### src/rtl/wb_arbiter_if.sv
//------------------------------------------------------------------------------
// wb_arbiter_if
// Groups the producer-side result bus and the broadcast bus of wb_arbiter.
// The "slave" modport is the arbiter's view. The "master" modport is the view
// of the functional units and consumers.
// Revision: 1.0 - initial release
//------------------------------------------------------------------------------
`default_nettype none

`ifndef INST_TAG_WIDTH
`define INST_TAG_WIDTH 6
`endif
`ifndef COMMON_WIDTH
`define COMMON_WIDTH 32
`endif
`ifndef TAG_INVALID
`define TAG_INVALID {`INST_TAG_WIDTH{1'b1}}
`endif

interface wb_arbiter_if #(
  parameter int NUM_SRC = 4
);
  logic [NUM_SRC-1:0]                            src_valid;
  logic [NUM_SRC-1:0]                            src_ready;
  logic [NUM_SRC-1:0][`INST_TAG_WIDTH-1:0]       src_tag;
  logic [NUM_SRC-1:0][4:0]                       src_rd;
  logic [NUM_SRC-1:0][`COMMON_WIDTH-1:0]         src_data;
  logic                                          wb_valid;
  logic [`INST_TAG_WIDTH-1:0]                    wb_tag;
  logic [4:0]                                    wb_rd;
  logic [`COMMON_WIDTH-1:0]                      wb_data;

  modport master (
    output src_valid, src_tag, src_rd, src_data,
    input  src_ready, wb_valid, wb_tag, wb_rd, wb_data
  );

  modport slave (
    input  src_valid, src_tag, src_rd, src_data,
    output src_ready, wb_valid, wb_tag, wb_rd, wb_data
  );
endinterface

`default_nettype wire

### src/rtl/wb_arbiter.sv
//------------------------------------------------------------------------------
// wb_arbiter
// Per-source result FIFOs feeding a single registered writeback broadcast.
// Each cycle the arbiter grants one non-empty head in round-robin order.
// Optional macro WB_ARB_PRIO0_EN gives source 0 absolute priority. In that
// mode, round-robin applies only among the remaining sources.
// Revision: 1.0 - initial release
//------------------------------------------------------------------------------
`default_nettype none

`ifndef INST_TAG_WIDTH
`define INST_TAG_WIDTH 6
`endif
`ifndef COMMON_WIDTH
`define COMMON_WIDTH 32
`endif
`ifndef TAG_INVALID
`define TAG_INVALID {`INST_TAG_WIDTH{1'b1}}
`endif

module wb_arbiter #(
  parameter int NUM_SRC = 4,
  parameter int DEPTH   = 2
) (
  input  wire logic     clk,
  input  wire logic     rst,      // synchronous, active-low
  input  wire logic     flush,
  wb_arbiter_if.slave   bus
);

  localparam int TW = `INST_TAG_WIDTH;
  localparam int DW = `COMMON_WIDTH;
  localparam int EW = TW + 5 + DW;
  localparam int AW = $clog2(DEPTH);
  localparam int SW = $clog2(NUM_SRC);
  localparam logic [AW:0] CNT_FULL = (AW+1)'(DEPTH);

  typedef logic [EW-1:0] entry_t;

  logic [NUM_SRC-1:0]          full;
  logic [NUM_SRC-1:0]          nonempty;
  logic [NUM_SRC-1:0]          ready;
  logic [NUM_SRC-1:0][EW-1:0]  head;
  logic                        ready_en;
  logic [SW-1:0]               rr_ptr;
  logic [SW-1:0]               rr_next;
  logic [SW-1:0]               grant;
  logic                        any_req;
  logic                        do_pop;

  // Ready depends only on registered state, so a source never sees a
  // combinational loop through its own valid or the broadcast.
  assign ready         = ready_en ? ~full : '0;
  assign bus.src_ready = ready;
  assign do_pop        = any_req & ~flush;

  // Hold ready low through reset and for the release edge itself.
  always_ff @(posedge clk) begin
    if (!rst) ready_en <= 1'b0;
    else      ready_en <= 1'b1;
  end

  for (genvar i = 0; i < NUM_SRC; i++) begin : g_src
    entry_t        mem [DEPTH];
    logic [AW-1:0] wr_ptr;
    logic [AW-1:0] rd_ptr;
    logic [AW:0]   count;
    logic          push;
    logic          pop;

    assign push        = bus.src_valid[i] & ready[i] & ~flush;
    assign pop         = do_pop & (grant == SW'(i));
    assign full[i]     = (count == CNT_FULL);
    assign nonempty[i] = (count != '0);
    assign head[i]     = mem[rd_ptr];

    // Pointer and occupancy bookkeeping; flush and reset both empty the queue.
    always_ff @(posedge clk) begin
      if (!rst || flush) begin
        wr_ptr <= '0;
        rd_ptr <= '0;
        count  <= '0;
      end else begin
        if (push) wr_ptr <= wr_ptr + AW'(1);
        if (pop)  rd_ptr <= rd_ptr + AW'(1);
        count <= count + (AW+1)'(push) - (AW+1)'(pop);
      end
    end

    // Entry storage; occupancy gates every read, so no reset is needed.
    always_ff @(posedge clk) begin
      if (push) mem[wr_ptr] <= {bus.src_tag[i], bus.src_rd[i], bus.src_data[i]};
    end
  end

  // Round-robin search from rr_ptr with wrap; optional source-0 override.
  always_comb begin
    int            idx;
    logic [SW-1:0] idx_s;
    grant   = '0;
    any_req = 1'b0;
    rr_next = rr_ptr;
    idx     = 0;
    idx_s   = '0;
    for (int off = 0; off < NUM_SRC; off++) begin
      idx   = (int'(rr_ptr) + off) % NUM_SRC;
      idx_s = SW'(idx);
      if (!any_req && nonempty[idx_s]) begin
        any_req = 1'b1;
        grant   = idx_s;
        rr_next = SW'((idx + 1) % NUM_SRC);
      end
    end
`ifdef WB_ARB_PRIO0_EN
    if (nonempty[0]) begin
      any_req = 1'b1;
      grant   = '0;
      rr_next = rr_ptr;
    end
`endif
  end

  // Round-robin pointer advances past each granted source.
  always_ff @(posedge clk) begin
    if (!rst || flush) rr_ptr <= '0;
    else if (do_pop)   rr_ptr <= rr_next;
  end

  // Registered broadcast. With no pop, the outputs drive the idle values:
  // an invalid tag and zero rd and data.
  always_ff @(posedge clk) begin
    if (!rst || !do_pop) begin
      bus.wb_valid <= 1'b0;
      bus.wb_tag   <= `TAG_INVALID;
      bus.wb_rd    <= '0;
      bus.wb_data  <= '0;
    end else begin
      bus.wb_valid <= 1'b1;
      {bus.wb_tag, bus.wb_rd, bus.wb_data} <= head[grant];
    end
  end

endmodule

`default_nettype wire

### src/flat_wrapper.sv
// flat-port wrapper written by rule: the top's interface ports become plain ports
module wb_arbiter_flat 
#(
  parameter int NUM_SRC = 4,
  parameter int DEPTH   = 2
)
  (clk, rst, flush, bus_src_valid, bus_src_tag, bus_src_rd, bus_src_data, bus_src_ready, bus_wb_valid, bus_wb_tag, bus_wb_rd, bus_wb_data);
  wb_arbiter_if #(.NUM_SRC(NUM_SRC)) bus_i ();
  input  wire logic clk;
  input  wire logic rst;
  input  wire logic flush;
  input wire logic [$bits(bus_i.src_valid)-1:0] bus_src_valid;
  input wire logic [$bits(bus_i.src_tag)-1:0] bus_src_tag;
  input wire logic [$bits(bus_i.src_rd)-1:0] bus_src_rd;
  input wire logic [$bits(bus_i.src_data)-1:0] bus_src_data;
  output wire logic [$bits(bus_i.src_ready)-1:0] bus_src_ready;
  output wire logic [$bits(bus_i.wb_valid)-1:0] bus_wb_valid;
  output wire logic [$bits(bus_i.wb_tag)-1:0] bus_wb_tag;
  output wire logic [$bits(bus_i.wb_rd)-1:0] bus_wb_rd;
  output wire logic [$bits(bus_i.wb_data)-1:0] bus_wb_data;
  assign bus_i.src_valid = bus_src_valid;
  assign bus_i.src_tag = bus_src_tag;
  assign bus_i.src_rd = bus_src_rd;
  assign bus_i.src_data = bus_src_data;
  assign bus_src_ready = bus_i.src_ready;
  assign bus_wb_valid = bus_i.wb_valid;
  assign bus_wb_tag = bus_i.wb_tag;
  assign bus_wb_rd = bus_i.wb_rd;
  assign bus_wb_data = bus_i.wb_data;
  wb_arbiter #(.NUM_SRC(NUM_SRC), .DEPTH(DEPTH)) u_core (.clk(clk), .rst(rst), .flush(flush), .bus(bus_i));
endmodule
### config.mk
export PLATFORM = sky130hd
export DESIGN_NAME = wb_arbiter_flat
export DESIGN_NICKNAME = d
export VERILOG_FILES = /design/src/rtl/wb_arbiter_if.sv /design/src/rtl/wb_arbiter.sv /design/src/flat_wrapper.sv
export SDC_FILE = /design/constraint.sdc
export NUM_CORES = 1
export LEC_CHECK = 0
export CORE_MARGIN = 3
export CORE_UTILIZATION = 53
export DETAILED_ROUTE_END_ITERATION = 16
export PLACE_DENSITY = 0.77
export SYNTH_ARGS = -nofsm -noshare
export SYNTH_HDL_FRONTEND = slang
export SYNTH_SLANG_ARGS = --single-unit
### constraint.sdc
create_clock -name clk -period 5.7 [get_ports clk]
set_input_delay 1.14 -clock clk [delete_from_list [all_inputs] [get_ports clk]]
set_output_delay 1.14 -clock clk [all_outputs]
set_load 0.01 [all_outputs]
==> results of run 1 <==
-- critical path, stage by stage --
cell and delay (ps):
sky130_fd_sc_hd__clkdlybuf4s50_1 540, sky130_fd_sc_hd__or3b_1 560, sky130_fd_sc_hd__nor2_4 990, sky130_fd_sc_hd__buf_4 380
-- synth_stat cells, types with 3 or more instances --
cell type,n,share of area (%)
sky130_fd_sc_hd__and2_1,5,0.20
sky130_fd_sc_hd__edfxtp_1,344,65
sky130_fd_sc_hd__mux2_1,4,0.29
sky130_fd_sc_hd__o21bai_1,3,0.14
sky130_fd_sc_hd__or3b_1,4,0.22
sky130_fd_sc_hd__buf_2,8,0.25
sky130_fd_sc_hd__clkbuf_1,30,0.71
sky130_fd_sc_hd__mux2_2,3,0.21
sky130_fd_sc_hd__o21ai_1,4,0.13
sky130_fd_sc_hd__a22oi_1,3,0.14
sky130_fd_sc_hd__mux2i_1,221,14
sky130_fd_sc_hd__xnor2_1,11,0.61
sky130_fd_sc_hd__nor3_1,3,0.095
sky130_fd_sc_hd__nand2_1,81,1.9
sky130_fd_sc_hd__dfxtp_1,67,8.5
sky130_fd_sc_hd__nand2b_1,5,0.20
sky130_fd_sc_hd__a21oi_1,4,0.13
sky130_fd_sc_hd__a32o_1,37,2.3
sky130_fd_sc_hd__buf_4,7,0.33
sky130_fd_sc_hd__nor4_1,3,0.12
sky130_fd_sc_hd__nor3_2,4,0.25
sky130_fd_sc_hd__nor2_1,21,0.50
sky130_fd_sc_hd__o21ai_0,3,0.095
sky130_fd_sc_hd__ha_1,8,0.63
sky130_fd_sc_hd__inv_1,25,0.59
-- flip-flops by register name (all words and copies together) (netlist names), named ones only --
signal               cells
u_core.bus.wb_rd         5
u_core.ready_en          1
u_core.g_src.count       8
u_core.bus.wb_valid      1
u_core.rr_ptr            2
u_core.bus.wb_data      32
u_core.g_src.mem       344
u_core.g_src.wr_ptr      4
u_core.g_src.rd_ptr      4
u_core.bus.wb_tag        6
-- logic make-up (layout without fill, tap and decap cells) --
| kind of cell | Yosys count | after routing | share of synthesized area (%) |
|---|---|---|---|
| xor+xnor | 12 | 12 | 0.666 |
| flops | 411 | 411 | 73.9 |
| simple gates | 141 | 141 | 4.33 |
| compound gates | 68 | 68 | 3.82 |
| mux | 229 | 229 | 14.6 |
| other cells | 0 | 4 | 0 |
| fa+ha+maj | 8 | 8 | 0.634 |
| buf+inv | 73 | 336 | 2.01 |
-- worst max-delay path by stage --
| stage | slack [ps] | end |
|---|---|---|
| floorplan | 1870 | u_core.g_src[0].mem[0][0] |
| global placement | 1850 | u_core.g_src[1].mem[1][2] |
| detailed placement | 1730 | u_core.g_src[1].mem[1][2] |
| CTS | 2270 | u_core.g_src[1].mem[1][30] |
| global route | 2120 | u_core.g_src[0].count[1] |
| finish | 2300 | u_core.g_src[1].mem[0][3] |
-- power groups by stage --
stage	combinational, mW	sequential (mW)	clock, mW
after floorplan	0.160	3.40	0
after global placement	0.380	3.41	0
after detailed placement	0.388	3.41	0
after CTS	0.391	3.35	2.74
after global routing	0.418	3.35	2.87
final	0.390	3.35	2.71
-- placed cells by master, fill, tap and decap left out, types with 9 or more instances in the layout --
| cell type | count |
|---|---|
| sky130_fd_sc_hd__clkbuf_1 | 9 |
| sky130_fd_sc_hd__clkdlybuf4s50_1 | 226 |
| sky130_fd_sc_hd__clkbuf_16 | 42 |
| sky130_fd_sc_hd__nand2_1 | 81 |
| sky130_fd_sc_hd__buf_4 | 12 |
| sky130_fd_sc_hd__a32o_1 | 37 |
| sky130_fd_sc_hd__nor2_1 | 13 |
| sky130_fd_sc_hd__mux2i_1 | 221 |
| sky130_fd_sc_hd__edfxtp_1 | 344 |
| sky130_fd_sc_hd__dfxtp_1 | 63 |
| sky130_fd_sc_hd__inv_1 | 25 |
| sky130_fd_sc_hd__xnor2_1 | 11 |
-- layer usage --
layer | track usage, % | routed length (µm)
met2 | 36.4 | 17500
met3 | 3.77 | 2750
met5 | 0 | 0
met4 | 8.67 | 1190
met1 | 30.2 | 14600
-- per-stage QoR --
stage | instance area (µm²) | power (mW)
6_report | 19900 | 6.44
2_1_floorplan | 15800 | 3.56
4_1_cts | 19900 | 6.48
5_1_grt | 19900 | 6.63
3_3_place_gp | 18500 | 3.79
3_5_place_dp | 18500 | 3.80
-- layout make-up --
| cell class | count | area (µm²) |
|---|---|---|
| flip-flops and latches | 411 | 11700 |
| fillers | 1922 | 9150 |
| multi-input cells | 458 | 3870 |
| repair buffers | 238 | 2350 |
| clock buffers | 55 | 1140 |
| well taps | 384 | 480 |
| clock inverters | 18 | 229 |
| inverters | 25 | 93.8 |
| diodes | 4 | 10.0 |
==> metrics.txt, run 1 <==
Die Area approximately 32,000 µm²; antenna violations before repair 3; HP Start u_core.g_src[2].rd_ptr; Synth Register Bits between 400 and 500; post-synthesis to final-layout area growth 25.8%; TritonCTS clock tree done; startpoint class of the critical path input pin; post-route fraction of the period consumed by the critical path 59.7%; Critical Setup Path Class in -> reg; # placed instances 1,516; Slew Limit Fails 0; Cells after Synth 942; Max rail drop VDD 0.239 mV; Int Power 5.15 mW; number of placement rows between 60 and 70; total number of yosys warnings 0; post-route insts no fill ~1,600; Vias around 9,000; share of layout cells above drive strength 1 under 10%; IO Count approximately 230; Post-Place Worst Slack approximately 1700 ps; Main synth FF type sky130_fd_sc_hd__edfxtp_1; part of the total power dissipated in the clock network 42.0%; core area slightly below 30,000 µm²; outcome complete, no violations; setup repair after global routing missed its margin false; netlist area before placement 15,800 µm²; DRC violations left 0; detailed-route wire length 36,000 µm; cell area power density 324 nW/µm²; count of flip-flops with a built-in enable after synthesis 344; synthesized netlist net count 1,129; worst r2r dst u_core.g_src[0].count[1]; count of different cell masters after synthesis 51; GR Overflow Total 0; setup violators final 0; source of the critical timing path flush; number of global-route vias before repair 9,248; net load switching power 1.29 mW; post-route worst setup slack around 2300 ps; detailed router's first-iteration violation count 685; endpoint arrival time on the critical path 3620 ps; Maximum Capacitance Violations 0; vertical extent of the die around 180 µm; count of input and output buffers 226; count of endpoints failing hold in the final timing report 0; maximum buffer depth of the clock tree 3; portion of the post-synthesis area used by sequential elements 73.9%; PostCTS Resize Cnt 0; WL per Instance ~23 µm; required time reported for the critical path endpoint 5920 ps; setup bufs post-CTS 0; aggregate global-route resource usage 22.3%; Leakage 6.61 nW; internal reg-to-reg setup slack 2390 ps; post-route core utilization between 60 and 70%; Fin Hold WS just under 500 ps; type of element capturing the critical path flip-flop; slew at the pin closest to its max-slew limit 1250 ps; net switching fraction of the power about 20%; Rel. slew slack 16.6%; Setup TNS Final 0 ps; chip width between 150 and 200 µm; Clock Sinks 411; syn_area_per_cell about 17 µm²; clock slew at the register clock pins of the worst setup and hold paths 60 ps; reg2reg start u_core.rr_ptr[1]; number of cells on the worst hold path 2; Tightest Hold Check Type reg -> reg; worst-skew pair later-pin latency 530 ps; share of total power in sequential cells between 50% and 60%; achievable frequency just under 300 MHz; cts bufs inserted 41; initial standard-cell utilization of the core 54.4%; largest net degree at the start of global routing 45; HPWL after detailed placement 23,200 µm; number of nets still failing antenna checks after routing 0; crit path time final 3400 ps; placer's final routability congestion estimate 0.853; net count of the finished layout 1,362; worst-path maximum fanout 31; 1st-pass router iterations 5; clock tree skew after final layout 11.2 ps; first-pass GRT wire length 53,100 µm; H-Tree Level Count 2; post-detailed-route via-to-cell ratio 5.67; number of hold buffers added after CTS 0; share of total power in combinational logic 6.1%; async set-reset flop share out of synthesis 0%; number of cells on the worst reg-to-reg path 11; root buf cell sky130_fd_sc_hd__clkbuf_16
Note: power is estimated with default switching activity, not from simulation.
==> run 2: changes to the inputs <==
==> constraint.sdc (replaced) <==
create_clock -name clk -period 3.5 [get_ports clk]
set_input_delay 0.7 -clock clk [delete_from_list [all_inputs] [get_ports clk]]
set_output_delay 0.7 -clock clk [all_outputs]
set_load 0.01 [all_outputs]
==> run 2 against run 1 <==
Effect of this change: non-clock buffer count grew 8; via count up 0.30%; global-route usage is 0.069 points lower; sequential share of layout area fell by 0.43 points; first-iteration DRC count up 5.5%; critical path type is now reg -> reg; largest power group unchanged.
==> metrics.txt, run 2 (synthesis results as in run 1) <==
required time reported for the critical path endpoint 3870 ps; post-route fraction of the period consumed by the critical path 82.0%; Clock Sinks slightly above 400; Rel. slew slack 36.4%; Maximum Capacitance Violations 0; achievable frequency 348 MHz; worst-path maximum fanout 17; setup bufs post-CTS 0; DRC violations left 0; post-synthesis to final-layout area growth 26.8%; Critical Setup Path Class reg -> reg; registers with the most flip-flops u_core.g_src.mem: 344 flops, u_core.bus.wb_data: 32 flops, u_core.g_src.count: 8 flops; post-route worst setup slack 630 ps; number of antenna cells inserted 0; number of hold buffers added after CTS 0; most used cells in the layout excluding fill and tap cells 344 x sky130_fd_sc_hd__edfxtp_1, 226 x sky130_fd_sc_hd__clkdlybuf4s50_1, 221 x sky130_fd_sc_hd__mux2i_1, 81 x sky130_fd_sc_hd__nand2_1, 63 x sky130_fd_sc_hd__dfxtp_1; cts bufs inserted 41; number of filler cells placed in the layout about 1,900; share of total power in sequential cells 51.2%; critical path, cell by cell o211ai_1 -> a2bb2oi_1 -> and2_1 -> nor3_1 -> ha_1 -> inv_1 -> ha_1 -> xor2_1 -> xnor2_1 -> nor2_1; post-route core utilization 69.0%; vertical extent of the die about 180 µm; number of flip-flops in the largest register roughly 340; largest net degree at the start of global routing 44; Slew Limit Fails 0; detailed-route wire length 35,600 µm; TritonCTS clock tree done; PostCTS Resize Cnt 0; type of element capturing the critical path flip-flop; crit path time final roughly 2900 ps; Tightest Hold Check Type reg -> reg; Int Power 8.50 mW; setup violators final 0; IO Count around 230; # placed instances 1,524; setup repair after global routing missed its margin false; cell area power density 532 nW/µm²; number of nets still failing antenna checks after routing 0; count of input and output buffers around 230; startpoint class of the critical path flip-flop; Max rail drop VDD 0.496 mV; 1st-pass router iterations 5; number of placement rows a little over 60; post-detailed-route via-to-cell ratio around 5.7; share of layout cells above drive strength 1 9.71%; outcome complete, no violations; Vias 9,055; Setup TNS Final 0 ps; first-pass GRT wire length 53,000 µm; endpoint arrival time on the critical path 3240 ps; Fin Hold WS 475 ps; count of endpoints failing hold in the final timing report 0; placer's final routability congestion estimate roughly 0.78; net count of the finished layout ~1,400; number of global-route vias before repair 9,321; Die Area 31,900 µm²; cell mode on critical path sky130_fd_sc_hd__ha_1; clock tree skew after final layout 19.3 ps; aggregate global-route resource usage between 20 and 25%; Leakage 6.70 nW; slowest cell delay on critical path between 600 and 700 ps; net load switching power 2.13 mW; H-Tree Level Count 2; detailed router's first-iteration violation count 723; GR Overflow Total 0; part of the total power dissipated in the clock network 42.7%; WL per Instance 22.3 µm; core area slightly below 30,000 µm²; chip width 179 µm; post-route insts no fill 1,599; net switching fraction of the power 20.1%; worst-path cell with the longest stage delay sky130_fd_sc_hd__dfxtp_1; initial standard-cell utilization of the core 54.4%; clock slew at the register clock pins of the worst setup and hold paths roughly 60 ps; slew at the pin closest to its max-slew limit 952 ps; share of total power in combinational logic 6.1%; maximum buffer depth of the clock tree 3; most flop-heavy register u_core.g_src.mem; root buf cell sky130_fd_sc_hd__clkbuf_16; most common cell after layout, fill and taps aside sky130_fd_sc_hd__edfxtp_1; antenna violations before repair 2; HPWL after detailed placement 22,300 µm; worst-skew pair later-pin latency 530 ps; Post-Place Worst Slack 347 ps
run 2: changes by cell type in the layout (fill, tap and decap cells not counted), sizes merged:
cell / delta
clkinvlp: -3
bufinv: +2
clkbuf: -5
buf: +8
clkinv: +8
diode: -4
run 2: power groups by stage:
stage | combinational [mW] | clock (mW) | sequential [mW]
5_1_grt | 0.692 | 4.81 | 5.45
4_1_cts | 0.651 | 4.61 | 5.45
6_report | 0.649 | 4.54 | 5.45
3_3_place_gp | 0.628 | 0 | 5.54
3_5_place_dp | 0.645 | 0 | 5.55
2_1_floorplan | 0.261 | 0 | 5.54
run 2: worst paths after layout:
check / slack [ps] / from / to / depth (start not counted)
worst min register to register: 480 / u_core.g_src[0].rd_ptr / flip-flop / 2
worst max-delay path: 630 / u_core.rr_ptr[1] / u_core.g_src[0].count[1] / 10
worst max register to register: 630 / u_core.rr_ptr[1] / u_core.g_src[0].count[1] / 10
worst min-delay path: 480 / u_core.g_src[0].rd_ptr / flip-flop / 2
run 2: cell type report:
type	instances	area [µm²]	share of cell area [%]
clock inverters	25	313	1.56
repair buffers	246	2460	12.3
inverters	25	93.8	0.469
flip-flops and latches	411	11700	58.4
clock buffers	50	1100	5.50
well taps	384	480	2.40
multi-input cells	458	3870	19.4
run 2: layer usage:
layer	wire length [µm]	share of wire [%]	track usage, %
met5	27	0.076	0
met2	17800	50	38.3
met1	14300	40	29.1
met4	920	2.6	6.79
met3	2620	7.3	3.77
run 2: stage by stage:
step                      power [mW]  instance area (µm²)
after floorplan                 5.80                15800
after global placement          6.17                18600
after detailed placement        6.19                18600
after CTS                       10.7                20000
after global routing            11.0                20000
final                           10.6                20000
run 2: critical path: cells and delay by family, from the launching register on:
kind | cells | cell delay, ps
xor+xnor | 2 | 370
flops | 1 | 640
compound gates | 2 | 340
fa+ha+maj | 2 | 460
buf+inv | 1 | 60
simple gates | 3 | 840
==> run 3: changes to the inputs <==
--- a/config.mk
+++ b/config.mk
@@ -6,9 +6,9 @@
 export NUM_CORES = 1
 export LEC_CHECK = 0
 export CORE_MARGIN = 3
-export CORE_UTILIZATION = 53
+export CORE_UTILIZATION = 49
 export DETAILED_ROUTE_END_ITERATION = 16
-export PLACE_DENSITY = 0.77
+export PLACE_DENSITY = 0.75
 export SYNTH_ARGS = -nofsm -noshare
 export SYNTH_HDL_FRONTEND = slang
 export SYNTH_SLANG_ARGS = --single-unit
==> constraint.sdc (replaced) <==
create_clock -name clk -period 2.55 [get_ports clk]
set_input_delay 0.51 -clock clk [delete_from_list [all_inputs] [get_ports clk]]
set_output_delay 0.51 -clock clk [all_outputs]
set_load 0.01 [all_outputs]
==> run 3 against run 2 <==
Effect of this change: clock power up 35%; via count about the same; critical path type unchanged; largest power group unchanged; count of clock-buffer cells in the layout is the same; critical endpoint is now u_core.g_src[3].count[1]; critical path depth grew 1; design area up 2.2%.
==> metrics.txt, run 3 (synthesis results as in run 1) <==
slew at the pin closest to its max-slew limit around 530 ps; Rel. slew slack approximately two thirds; aggregate global-route resource usage a little over a fifth; initial standard-cell utilization of the core 49.9%; IO Count 227; first-pass GRT wire length 55,000 µm; Tightest Hold Check Type reg -> reg; worst-path cell with the longest stage delay sky130_fd_sc_hd__or4_4; detailed router's first-iteration violation count 611; count of endpoints failing hold in the final timing report 0; number of global-route vias before repair 9,531; WL per Instance 22.6 µm; chip width 185 µm; number of cells on the worst hold path 2; worst r2r dst u_core.g_src[3].count[1]; clock tree skew after final layout 27.1 ps; number of flip-flops in the largest register 344; detailed-route wire length 37,300 µm; net count of the finished layout 1,399; GR Overflow Total 0; part of the total power dissipated in the clock network between 40% and 50%; Slew Limit Fails 0; post-route fraction of the period consumed by the critical path 96.9%; required time reported for the critical path endpoint 2950 ps; antenna violations before repair 4; post-route core utilization between 60% and 70%; count of input and output buffers 226; internal reg-to-reg setup slack 80 ps; worst-skew pair later-pin latency 540 ps; crit path time final 2470 ps; number of cells on the worst reg-to-reg path 11; endpoint arrival time on the critical path approximately 2900 ps; achievable frequency 405 MHz; total power consumption of the routed design 14.5 mW; type of element capturing the critical path flip-flop; post-synthesis to final-layout area growth 29.6%; net load switching power 3.04 mW; DRC violations left 0; Die Area 34,400 µm²; Fin Hold WS approximately 470 ps; area of all placed cells without fillers about 20,000 µm²; Leakage between 6 and 7 nW; maximum buffer depth of the clock tree 3; HPWL after detailed placement around 25,000 µm; total buffers and inverters traversed by the critical path 2; number of filler cells placed in the layout 2,191; Int Power 11.5 mW; Max rail drop VDD 0.696 mV; most used cells in the layout excluding fill and tap cells 344 x sky130_fd_sc_hd__edfxtp_1, 226 x sky130_fd_sc_hd__clkdlybuf4s50_1, 221 x sky130_fd_sc_hd__mux2i_1, 81 x sky130_fd_sc_hd__nand2_1, 57 x sky130_fd_sc_hd__dfxtp_1; reg2reg start u_core.g_src[3].count[0]; number of hold buffers added after CTS 0; outcome complete, no violations; Setup TNS Final 0 ps; core area 31,600 µm²; cell area power density 710 nW/µm²; clock slew at the register clock pins of the worst setup and hold paths 60 ps; cts bufs inserted 41; root buf cell sky130_fd_sc_hd__clkbuf_16; most flop-heavy register u_core.g_src.mem; number of placement rows 65; setup violators final 0; share of total power in sequential cells 51.4%; net switching fraction of the power 21.0%; number of nets still failing antenna checks after routing 0; share of layout cells above drive strength 1 12.9%; largest net degree at the start of global routing 66; placer's final routability congestion estimate 0.863; Clock Sinks 411; vertical extent of the die 185 µm; dpl cell area 19,000 µm²; startpoint class of the critical path flip-flop; H-Tree Level Count 2; Vias 9,063; 1st-pass router iterations 5; most common cell after layout, fill and taps aside sky130_fd_sc_hd__edfxtp_1; worst-path maximum fanout 6; Largest delay share family, worst path simple AND/OR/NAND/NOR gates; TritonCTS clock tree done; setup repair after global routing missed its margin true; post-detailed-route via-to-cell ratio 5.50; share of total power in combinational logic 6.5%; critical path, cell by cell or4_4 -> nor4_4 -> or2_4 -> buf_4 -> nor3_2 -> ha_1 -> inv_1 -> ha_2 -> xnor2_2 -> xnor2_1 -> nor2_1; Critical Setup Path Class reg -> reg; HP Start u_core.g_src[2].rd_ptr; registers with the most flip-flops u_core.g_src.mem: 344 flops, u_core.bus.wb_data: 32 flops, u_core.g_src.count: 8 flops; Maximum Capacitance Violations 0; slowest cell delay on critical path 560 ps; count of cell instances traversed by the critical path 11
==> run 3: cell types whose count changed in the layout (fill, tap and decap cells not counted), moves of 2 or more <==
cell                         change
sky130_fd_sc_hd__buf_12         +14
sky130_fd_sc_hd__buf_4          +15
sky130_fd_sc_hd__bufinv_16       -3
sky130_fd_sc_hd__clkbuf_1        -2
sky130_fd_sc_hd__clkbuf_8        +2
sky130_fd_sc_hd__clkinv_2        -3
sky130_fd_sc_hd__clkinvlp_4      +5
sky130_fd_sc_hd__dfxtp_1         -6
sky130_fd_sc_hd__dfxtp_2         +5
sky130_fd_sc_hd__xnor2_1         -2
sky130_fd_sc_hd__xnor2_2         +2
==> run 3: tightest hold or removal path: stages, from the launching register on <==
cell and delay, ps:
sky130_fd_sc_hd__dfxtp_1 310, sky130_fd_sc_hd__nand2_1 70, sky130_fd_sc_hd__mux2i_1 60
==> run 3: stage by stage <==
step	worst slack, ps	cells
after floorplan	-678	942
after global routing	-49.3	1647
after global placement	73.8	1569
final	79.7	1648
after detailed placement	33.9	1569
after CTS	78.5	1645
==> run 3: power groups by stage <==
stage	registers [mW]	logic, mW	clock network [mW]
CTS	7.46	0.941	6.21
global placement	7.60	0.920	0
floorplan	7.60	0.359	0
global route	7.47	1.02	6.49
finish	7.46	0.949	6.12
detailed placement	7.61	0.936	0
==> run 3: worst max path at each step <==
| stage | from | endpoint | slack (ps) |
|---|---|---|---|
| 3_3_place_gp | flush | u_core.g_src[0].count[1] | 70 |
| 2_1_floorplan | u_core.g_src[1].count[0] | u_core.g_src[1].mem[0][0] | -680 |
| 5_1_grt | u_core.g_src[3].count[0] | u_core.g_src[2].count[1] | -50 |
| 3_5_place_dp | flush | u_core.g_src[0].count[1] | 30 |
| 6_report | u_core.g_src[3].count[0] | u_core.g_src[3].count[1] | 80 |
| 4_1_cts | u_core.g_src[3].count[0] | u_core.g_src[3].count[1] | 80 |
==> run 3: area by class of cell <==
type                    instances  area, µm²  area share, %
clock buffers                  50       1120           5.48
inverters                      25       93.8          0.459
repair buffers                275       2860           14.0
flip-flops and latches        411      11700           57.2
clock inverters                26        272           1.33
diodes                          1       2.50         0.0122
multi-input cells             458       3920           19.1
well taps                     402        503           2.46
==> run 3: per-layer routing <==
metal | global-route usage, % | wire (µm) | vias to the layer above
met2 | 36.3 | 18400 | 339
met3 | 5.24 | 2700 | 72
met1 | 27.2 | 15100 | 4499
met4 | 6.81 | 1090 | 8
li1 | - | - | 4145
met5 | 0 | 57 | -
==> run 3: repair_timing <==
action	in CTS	in global routing
gates resized for setup	0	15
endpoints found under the setup margin	0	4
buffers inserted	0	2
